$ cat src/rtl/mem_burst_pkg.sv
// Shared constants for the burst sequencer: FSM encodings, direction codes, burst cap.
package mem_burst_pkg;
    localparam logic [2:0] IDLE     = 3'd0;
    localparam logic [2:0] RD_FETCH = 3'd1;
    localparam logic [2:0] RD_HOLD  = 3'd2;
    localparam logic [2:0] WR_XFER  = 3'd3;
    localparam logic [2:0] DONE     = 3'd4;

    localparam logic DIR_READ  = 1'b0;
    localparam logic DIR_WRITE = 1'b1;

    localparam int MAX_BURST = 16;
endpackage

$ cat src/rtl/mem_burst_ctrl_if.sv
// Command, stream and data-memory bus of the burst sequencer.
// master = sequencer side, slave = environment (command source, core, memory).
interface mem_burst_ctrl_if #(
    parameter int ADDR_W = 8,
    parameter int DATA_W = 8,
    parameter int LEN_W  = 5
);
    logic              start;
    logic              dir;
    logic [ADDR_W-1:0] base_addr;
    logic [LEN_W-1:0]  len;
    logic              busy;
    logic              done;
    logic              err;
    logic              m_valid;
    logic [DATA_W-1:0] m_data;
    logic              m_ready;
    logic              s_valid;
    logic [DATA_W-1:0] s_data;
    logic              s_ready;
    logic              mem_read;
    logic              mem_write;
    logic [ADDR_W-1:0] mem_address;
    logic [DATA_W-1:0] mem_write_data;
    logic [DATA_W-1:0] mem_read_data;

    modport master (
        input  start, dir, base_addr, len, m_ready, s_valid, s_data, mem_read_data,
        output busy, done, err, m_valid, m_data, s_ready,
               mem_read, mem_write, mem_address, mem_write_data
    );

    modport slave (
        output start, dir, base_addr, len, m_ready, s_valid, s_data, mem_read_data,
        input  busy, done, err, m_valid, m_data, s_ready,
               mem_read, mem_write, mem_address, mem_write_data
    );
endinterface

$ cat src/rtl/mem_burst_ctrl.sv
// Burst sequencer between the 256x8 data memory and the crypto-core byte streams.
// Optional out-of-range rejection with MEM_BURST_BOUNDS_EN; default build wraps addresses.
module mem_burst_ctrl
    import mem_burst_pkg::*;
#(
    parameter int ADDR_W = 8,
    parameter int DATA_W = 8,
    parameter int LEN_W  = 5
) (
    input  logic          clk,
    input  logic          rst,
    mem_burst_ctrl_if.master bus
);
    logic [2:0]        state_q, state_d;
    logic [ADDR_W-1:0] addr_q, addr_d;
    logic [LEN_W-1:0]  count_q, count_d;
    logic [DATA_W-1:0] m_data_q, m_data_d;
    logic              m_valid_q, m_valid_d;
    logic              busy_q, busy_d;
    logic              done_q, done_d;
    logic [LEN_W-1:0]  len_eff;

    assign len_eff = (bus.len > LEN_W'(MAX_BURST)) ? LEN_W'(MAX_BURST) : bus.len;

`ifdef MEM_BURST_BOUNDS_EN
    logic              err_q, err_d;
    logic [ADDR_W:0]   end_addr;
    logic              oob;
    assign end_addr = {1'b0, bus.base_addr} + (ADDR_W+1)'(len_eff);
    assign oob      = end_addr > {1'b1, {ADDR_W{1'b0}}};
    assign bus.err  = err_q;
`else
    assign bus.err  = 1'b0;
`endif

    always_comb begin
        state_d   = state_q;
        addr_d    = addr_q;
        count_d   = count_q;
        m_data_d  = m_data_q;
        m_valid_d = m_valid_q;
        done_d    = 1'b0;
`ifdef MEM_BURST_BOUNDS_EN
        err_d     = 1'b0;
`endif
        case (state_q)
            IDLE: begin
                if (bus.start) begin
                    if (len_eff == '0) begin
                        state_d = DONE;
                        done_d  = 1'b1;
                    end
`ifdef MEM_BURST_BOUNDS_EN
                    else if (oob) begin
                        err_d = 1'b1;
                    end
`endif
                    else begin
                        addr_d  = bus.base_addr;
                        count_d = len_eff;
                        state_d = (bus.dir == DIR_READ) ? RD_FETCH : WR_XFER;
                    end
                end
            end
            RD_FETCH: begin
                m_data_d  = bus.mem_read_data;
                m_valid_d = 1'b1;
                state_d   = RD_HOLD;
            end
            RD_HOLD: begin
                if (m_valid_q && bus.m_ready) begin
                    m_valid_d = 1'b0;
                    addr_d    = addr_q + 1'b1;
                    count_d   = count_q - 1'b1;
                    if (count_q == LEN_W'(1)) begin
                        state_d = DONE;
                        done_d  = 1'b1;
                    end else begin
                        state_d = RD_FETCH;
                    end
                end
            end
            WR_XFER: begin
                if (bus.s_valid) begin
                    addr_d  = addr_q + 1'b1;
                    count_d = count_q - 1'b1;
                    if (count_q == LEN_W'(1)) begin
                        state_d = DONE;
                        done_d  = 1'b1;
                    end
                end
            end
            DONE:    state_d = IDLE;
            default: state_d = IDLE;
        endcase
        busy_d = (state_d == RD_FETCH) || (state_d == RD_HOLD) || (state_d == WR_XFER);
    end

    always_ff @(posedge clk) begin
        if (rst) begin
            state_q   <= IDLE;
            addr_q    <= '0;
            count_q   <= '0;
            m_data_q  <= '0;
            m_valid_q <= 1'b0;
            busy_q    <= 1'b0;
            done_q    <= 1'b0;
`ifdef MEM_BURST_BOUNDS_EN
            err_q     <= 1'b0;
`endif
        end else begin
            state_q   <= state_d;
            addr_q    <= addr_d;
            count_q   <= count_d;
            m_data_q  <= m_data_d;
            m_valid_q <= m_valid_d;
            busy_q    <= busy_d;
            done_q    <= done_d;
`ifdef MEM_BURST_BOUNDS_EN
            err_q     <= err_d;
`endif
        end
    end

    // Strobes are gated by rst so a reset cycle can never commit a memory write.
    assign bus.mem_read       = !rst && (state_q == RD_FETCH);
    assign bus.mem_write      = !rst && (state_q == WR_XFER) && bus.s_valid;
    assign bus.s_ready        = !rst && (state_q == WR_XFER);
    assign bus.mem_address    = addr_q;
    assign bus.mem_write_data = bus.s_data;
    assign bus.m_valid        = m_valid_q;
    assign bus.m_data         = m_data_q;
    assign bus.busy           = busy_q;
    assign bus.done           = done_q;
endmodule

$ cat src/flat_wrapper.sv
// flat-port wrapper written by rule: the top's interface ports become plain ports
module mem_burst_ctrl_flat import mem_burst_pkg::*;
#(
    parameter int ADDR_W = 8,
    parameter int DATA_W = 8,
    parameter int LEN_W  = 5
)
  (clk, rst, bus_start, bus_dir, bus_base_addr, bus_len, bus_m_ready, bus_s_valid, bus_s_data, bus_mem_read_data, bus_busy, bus_done, bus_err, bus_m_valid, bus_m_data, bus_s_ready, bus_mem_read, bus_mem_write, bus_mem_address, bus_mem_write_data);
  mem_burst_ctrl_if #(.ADDR_W(ADDR_W), .DATA_W(DATA_W), .LEN_W(LEN_W)) bus_i ();
  input  logic clk;
  input  logic rst;
  input wire logic [$bits(bus_i.start)-1:0] bus_start;
  input wire logic [$bits(bus_i.dir)-1:0] bus_dir;
  input wire logic [$bits(bus_i.base_addr)-1:0] bus_base_addr;
  input wire logic [$bits(bus_i.len)-1:0] bus_len;
  input wire logic [$bits(bus_i.m_ready)-1:0] bus_m_ready;
  input wire logic [$bits(bus_i.s_valid)-1:0] bus_s_valid;
  input wire logic [$bits(bus_i.s_data)-1:0] bus_s_data;
  input wire logic [$bits(bus_i.mem_read_data)-1:0] bus_mem_read_data;
  output wire logic [$bits(bus_i.busy)-1:0] bus_busy;
  output wire logic [$bits(bus_i.done)-1:0] bus_done;
  output wire logic [$bits(bus_i.err)-1:0] bus_err;
  output wire logic [$bits(bus_i.m_valid)-1:0] bus_m_valid;
  output wire logic [$bits(bus_i.m_data)-1:0] bus_m_data;
  output wire logic [$bits(bus_i.s_ready)-1:0] bus_s_ready;
  output wire logic [$bits(bus_i.mem_read)-1:0] bus_mem_read;
  output wire logic [$bits(bus_i.mem_write)-1:0] bus_mem_write;
  output wire logic [$bits(bus_i.mem_address)-1:0] bus_mem_address;
  output wire logic [$bits(bus_i.mem_write_data)-1:0] bus_mem_write_data;
  assign bus_i.start = bus_start;
  assign bus_i.dir = bus_dir;
  assign bus_i.base_addr = bus_base_addr;
  assign bus_i.len = bus_len;
  assign bus_i.m_ready = bus_m_ready;
  assign bus_i.s_valid = bus_s_valid;
  assign bus_i.s_data = bus_s_data;
  assign bus_i.mem_read_data = bus_mem_read_data;
  assign bus_busy = bus_i.busy;
  assign bus_done = bus_i.done;
  assign bus_err = bus_i.err;
  assign bus_m_valid = bus_i.m_valid;
  assign bus_m_data = bus_i.m_data;
  assign bus_s_ready = bus_i.s_ready;
  assign bus_mem_read = bus_i.mem_read;
  assign bus_mem_write = bus_i.mem_write;
  assign bus_mem_address = bus_i.mem_address;
  assign bus_mem_write_data = bus_i.mem_write_data;
  mem_burst_ctrl #(.ADDR_W(ADDR_W), .DATA_W(DATA_W), .LEN_W(LEN_W)) u_core (.clk(clk), .rst(rst), .bus(bus_i));
endmodule
$ cat config.mk
export PLATFORM = sky130hd
export DESIGN_NAME = mem_burst_ctrl_flat
export DESIGN_NICKNAME = d
export VERILOG_FILES = /design/src/rtl/mem_burst_pkg.sv /design/src/rtl/mem_burst_ctrl_if.sv /design/src/rtl/mem_burst_ctrl.sv /design/src/flat_wrapper.sv
export SDC_FILE = /design/constraint.sdc
export NUM_CORES = 1
export LEC_CHECK = 0
export BUFFER_PORTS_ARGS = -buffer_cell sky130_fd_sc_hd__buf_2
export CAP_MARGIN = 20
export CORE_ASPECT_RATIO = 1.4
export CORE_MARGIN = 2
export CORE_UTILIZATION = 43
export DETAILED_ROUTE_END_ITERATION = 7
export PLACE_DENSITY = 0.76
export SYNTH_ARGS = -nofsm -noshare
export SYNTH_HDL_FRONTEND = slang
export SYNTH_SLANG_ARGS = --single-unit
$ cat constraint.sdc
create_clock -name clk -period 1.5 [get_ports clk]
set_input_delay 0.075 -clock clk [delete_from_list [all_inputs] [get_ports clk]]
set_output_delay 0.075 -clock clk [all_outputs]
set_load 0.005 [all_outputs]
==> results.cfg, run 1 <==
[cells_and_area]
final_nets = 285
fillers = 311
area_growth_pct = 34.4
final_layout_size_suffix_gt1_share_pct = 42.7
layout_commonest_cell = buf_2
num_antenna_cells = 0
mostFrequentLayoutCells = buf_2, nand2_1, dfxtp_1

[logic_synthesis]
synth_mux_area_share_pct = 0
synth_seq_cells = 27
synth_ff_type = dfxtp_1
synth_top_family_by_area = compound AO/OA/AOI/OAI gates
synth_edf_count = 0
avgSynthCellArea_um2 = 8.17
ys_types = 45
syn_nets = 228
synth_compound_area_share_pct = 30.6
synthArstFlopShare_pct = 0
synth_xor_area_share_pct = 0
yosysWarnings = 0
synthSimpleGateAreaFrac_pct = 22.3
synth-adder-area-share_pct = 2.42
syn_inst = 190
ys_seq_area_share_pct = 34.8
syn_area_um2 = 1550

[run]
cap_violations = 0

[global_routing]
antenna_found_initial = 0
grt_pass1_wl_mm = 6.58
grt_pass1_vias = 1483
overflow = 0
grt_max_degree = 16
track_usage_pct = 21.4

[floorplanning]
die-area_um2 = 4110
row_count = 25
die_w_um = 54.8
start_util_pct = 45.5
die_h_um = 75.1
core_um2 = 3410
ioPinCount = 66

[route]
vias_per_cell = 5.82
first_pass_iters = 4
vias = 1665
wl_per_cell_um = 15.2
drt_iter0_markers = 62
route.detailed.drc = 0
ant_nets = 0
wl_mm = 4.35

[critical_path]
slowest_stage = o311ai_0
crit_path_start_kind = flip-flop
path_cells = buf_6 > a21boi_4 > o31a_4 > o311ai_0 > o31ai_1
cpPeakStageDelay_ps = 380
crit_type = flip-flop to flip-flop
cp_max_fo = 8
end_kind = flip-flop
crit_arrival_ps = 1740
required_ps = 1650

[clocking]
clkSlewWorstSetupHoldPaths_ps = 90
cts_buffers = 3
cts_tree = yes
insertion_delay_ps = 270
cts_root_buf = clkbuf_8
cts.sinks = 27
clockBufferDepth = 2
htree_levels = 1
cts_hold_buf = 0

[place]
port_buffers = 48
preCtsSetupSlack_ps = -98.6
gp_congestion = 0.876
place_hpwl_mm = 3.06

[sta]
final-hold-violation-count = 0
finalCriticalPeriod_ps = 1590
layout_setup_ws_ps = -87.6
fin_crit_sh_pct = 106
clock_skew_ps = 7.37
slew_violations = 0
rsz0062_at_grt = yes
setup_viol = 7
fmax_ghz = 0.630
holdWs_ps = 34.3

[power]
vdd_drop_max_v = 0.000604
p_leak_nw = 0.888
powerDensity_nw_per_um2 = 997

[run_status]
outcome = finished, violations left
violations = setup timing

[worst_hold_path]
hold_class = input port to flip-flop
## final timing paths
kind                                     start                                endpoint  slack, ps  cells after the start
min reg2reg  u_core.bus.m_data[4]$_SDFFE_PP0P_       u_core.bus.m_data[4]$_SDFFE_PP0P_        450                      2
min                       bus_mem_read_data[2]       u_core.bus.m_data[2]$_SDFFE_PP0P_         30                      3
max               u_core.state_q[1]$_SDFF_PP0_  u_core.bus.mem_address[7]$_SDFFE_PP0P_        -90                      5
max reg2reg       u_core.state_q[1]$_SDFF_PP0_  u_core.bus.mem_address[7]$_SDFFE_PP0P_        -90                      5
## report_power, final
group          internal (mW)  total (mW)  switching, mW  leakage, nW
clock network          0.190       0.412          0.222       0.0228
logic                  0.372       0.777          0.405        0.642
registers              0.804       0.892         0.0882        0.224
## layer usage
layer  wire length [um]  up-vias  global-route usage [%]  share of wire (%)
met5                  0        -                       0                  0
met4                 55        0                    8.89                1.3
met3                262        6                    2.18                6.0
met2               2260       61                    36.2                 52
met1               1770      791                    26.9                 41
li1                   -      807                       -                  -
## Yosys cell counts, types with 2 or more instances
| library cell | number | area share, % |
|---|---|---|
| nand3_1 | 4 | 1.3 |
| and2_1 | 2 | 0.81 |
| or3_1 | 2 | 0.81 |
| buf_4 | 10 | 4.8 |
| o211a_1 | 2 | 1.3 |
| nand2_1 | 27 | 6.5 |
| o32ai_1 | 2 | 1.1 |
| nand3b_1 | 2 | 0.97 |
| a311oi_1 | 2 | 1.1 |
| a32oi_1 | 3 | 1.7 |
| a21oi_1 | 18 | 5.8 |
| o31ai_1 | 6 | 2.9 |
| o311ai_0 | 5 | 2.8 |
| a211oi_1 | 6 | 2.9 |
| dfxtp_1 | 27 | 35 |
| o21ai_0 | 6 | 1.9 |
| buf_2 | 2 | 0.64 |
| inv_1 | 7 | 1.7 |
| nor2_1 | 13 | 3.1 |
| a31oi_1 | 3 | 1.2 |
| nand4_1 | 2 | 0.81 |
| nor3_1 | 5 | 1.6 |
| nor4_1 | 4 | 1.6 |
| ha_1 | 3 | 2.4 |
| clkbuf_1 | 7 | 1.7 |
## what timing repair did
item | CTS | global route
setup buffers | 1 | 4
setup endpoints to repair | 14 | 17
pin swaps | 3 | 8
gates resized for setup | 9 | 27
## state kept, by name (all words and copies together), names as in the netlist
name	flops
u_core.bus.done	1
u_core.bus.mem_address	8
u_core.bus.busy	1
u_core.count_q	5
u_core.bus.m_valid	1
u_core.bus.m_data	8
u_core.state_q	3
## metrics by stage
step	instances	total power [mW]	cell area [um2]	TNS, ps	utilization, %
after floorplan	190	1.29	1550	0	-
after global placement	277	1.53	1880	-203	55.0
after detailed placement	277	1.55	1880	-528	55.0
after CTS	282	1.98	1940	-5.43	57.0
after global routing	286	2.21	2090	-904	61.2
final	286	2.08	2090	-247	61.2
## worst max-delay path: cells and delay by family (launching register included)
family | cells | cell delay (ps)
AO/OA/AOI/OAI | 4 | 980
flip-flops | 1 | 370
buffers and inverters | 1 | 120
## cell type report
class	count	area (um2)	area share [%]
Clock buffer	4	45.0	2.16
Inverter	7	26.3	1.26
Multi-Input combinational cell	136	962	46.1
Sequential cell	27	552	26.4
Tap cell	40	50.0	2.40
Timing Repair Buffer	72	452	21.6
## cells by family after synthesis
logic type / after synthesis
AND/OR/NAND/NOR: 69
buffers and inverters: 27
adder cells (fa/ha/maj): 3
AO/OA/AOI/OAI: 63
flip-flops: 27
other: 1
No activity file was read; power rests on OpenSTA's default activity.
==> inputs of run 2 (changes only) <==
CELL_PAD_IN_SITES_DETAIL_PLACEMENT = 0   (was not set)
CELL_PAD_IN_SITES_GLOBAL_PLACEMENT = 2   (was not set)
CORE_UTILIZATION = 23   (was 43)
PLACE_DENSITY = not set   (was 0.76)
PLACE_DENSITY_LB_ADDON = 0.1   (was not set)
==> results.cfg, run 2 (synthesis results as in run 1) <==
[clocking]
cts_root_buf = clkbuf_8
cts_tree = yes
cts.sinks = 27
insertion_delay_ps = 280
clockBufferDepth = 2
htree_levels = 1
clkSlewWorstSetupHoldPaths_ps = 100
cts_buffers = 3
cts_hold_buf = 0

[place]
port_buffers = 48
post_dp_cell_area_um2 = 2000
place_hpwl_mm = 4.06
gp_congestion = 0.882
dp.cells = 322

[floorplanning]
die_h_um = 101
start_util_pct = 23.6
row_count = 35
die-area_um2 = 7430
ioPinCount = 66
die_w_um = 73.4
core_um2 = 6570

[cells_and_area]
stdcell_count = 341
final_nets = 306
area_growth_pct = 60.9
utilization_pct = 38.0
num_antenna_cells = 0
layout_commonest_cell = buf_2
fillers = 695
final_layout_size_suffix_gt1_share_pct = 53.9
mostFrequentLayoutCells = buf_2, buf_4, nand2_1
finalInstanceArea_um2 = 2500

[critical_path]
slowest_stage = dfxtp_2
crit_type = flip-flop to flip-flop
path_cells = buf_4 > or2b_4 > bufbuf_16 > a21oi_1 > o311ai_4 > o31ai_4
end_kind = flip-flop
crit_arrival_ps = 1780
cpPeakStageDelay_ps = 350
cp_max_fo = 10
required_ps = 1710
crit_path_start_kind = flip-flop

[route]
vias_per_cell = 5.23
wl_per_cell_um = 17.4
drt_iter0_markers = 58
first_pass_iters = 4
route.detailed.drc = 0
wl_mm = 5.94
ant_nets = 0
vias = 1782

[global_routing]
grt_pass1_vias = 1785
overflow = 0
grt_pass1_wl_mm = 9.18
antenna_found_initial = 0
grt_max_degree = 18
track_usage_pct = 15.9

[run]
cap_violations = 0

[sta]
tightest_slew_ps = 550
final-hold-violation-count = 0
setup_viol = 6
finalCriticalPeriod_ps = 1570
fin_crit_sh_pct = 105
layout_setup_ws_ps = -72.9
clock_skew_ps = 3.47
relSlewSlack_pct = 63.3
slew_violations = 0
rsz0062_at_grt = yes
fmax_ghz = 0.636

[power]
vdd_drop_max_v = 0.000364
p_leak_nw = 1.04
powerDensity_nw_per_um2 = 962

[run_status]
violations = setup timing
outcome = finished, violations left

[worst_hold_path]
hold_class = input port to flip-flop
-- run 2: changes by cell type in the layout (fill, tap and decap cells not counted), moves of 3 or more --
cell / change
o31ai_1: -4
buf_6: +4
buf_4: +16
o311ai_4: +3
nor2_1: -3
o311ai_1: -3
o21ai_0: -3
nor2_2: +3
-- run 2: cell type report --
type / instances / area (um2) / share of cell area, %
clock buffers: 4 / 45.0 / 1.80
inverters: 7 / 26.3 / 1.05
multi-input cells: 137 / 1150 / 46.1
flip-flops and latches: 27 / 549 / 22.0
well taps: 74 / 92.6 / 3.71
repair buffers: 92 / 634 / 25.4
-- run 2: report_power, final --
group          leakage, nW  total (mW)  internal [mW]  switching [mW]
clock               0.0228       0.448          0.191           0.257
sequential           0.223       0.882          0.804          0.0778
combinational        0.793        1.07          0.522           0.552
-- run 2: critical path, delay by kind of cell, from the launching register on --
| family | cells | cell delay (ps) |
|---|---|---|
| AO/OA/AOI/OAI | 3 | 470 |
| buffers and inverters | 2 | 390 |
| AND/OR/NAND/NOR | 1 | 300 |
| flip-flops | 1 | 350 |
-- run 2: path summary, 6_finish.rpt --
kind	from	slack [ps]	endpoint	depth (start not counted)
setup / recovery	u_core.state_q[1]$_SDFF_PP0_	-70	u_core.count_q[4]$_SDFFE_PP0P_	6
hold / removal	bus_mem_read_data[4]	20	u_core.bus.m_data[4]$_SDFFE_PP0P_	3
hold reg to reg	u_core.bus.m_data[0]$_SDFFE_PP0P_	460	u_core.bus.m_data[0]$_SDFFE_PP0P_	2
setup reg to reg	u_core.state_q[1]$_SDFF_PP0_	-70	u_core.count_q[4]$_SDFFE_PP0P_	6
-- run 2: repair_timing --
item | in CTS | in global routing
cloned | 2 | 0
pin swaps | 20 | 15
endpoints found under the hold margin | 0 | 0
gates resized for setup | 32 | 35
buffers inserted | 5 | 8
setup endpoints to repair | 17 | 19
-- run 2: per-layer routing --
layer	GRT usage (%)	part of all wire, %	routed length [um]	vias up
li1	-	-	-	853
met1	18.3	40	2360	861
met2	28.2	53	3170	54
met3	2.09	3.9	231	14
met4	7.97	3.0	177	0
met5	0	0	0	-
-- run 2: per-stage QoR --
stage          total power [mW]  setup WS (ps)  TNS [ps]  hold WS [ps]
5_1_grt                    2.55           -135     -1120          30.4
3_3_place_gp               1.64           -126      -556           150
4_1_cts                    2.28          -45.6      -341          12.2
3_5_place_dp               1.64           -125      -716           150
2_1_floorplan              1.29           36.1         0           211
6_report                   2.40          -72.9      -283          20.9
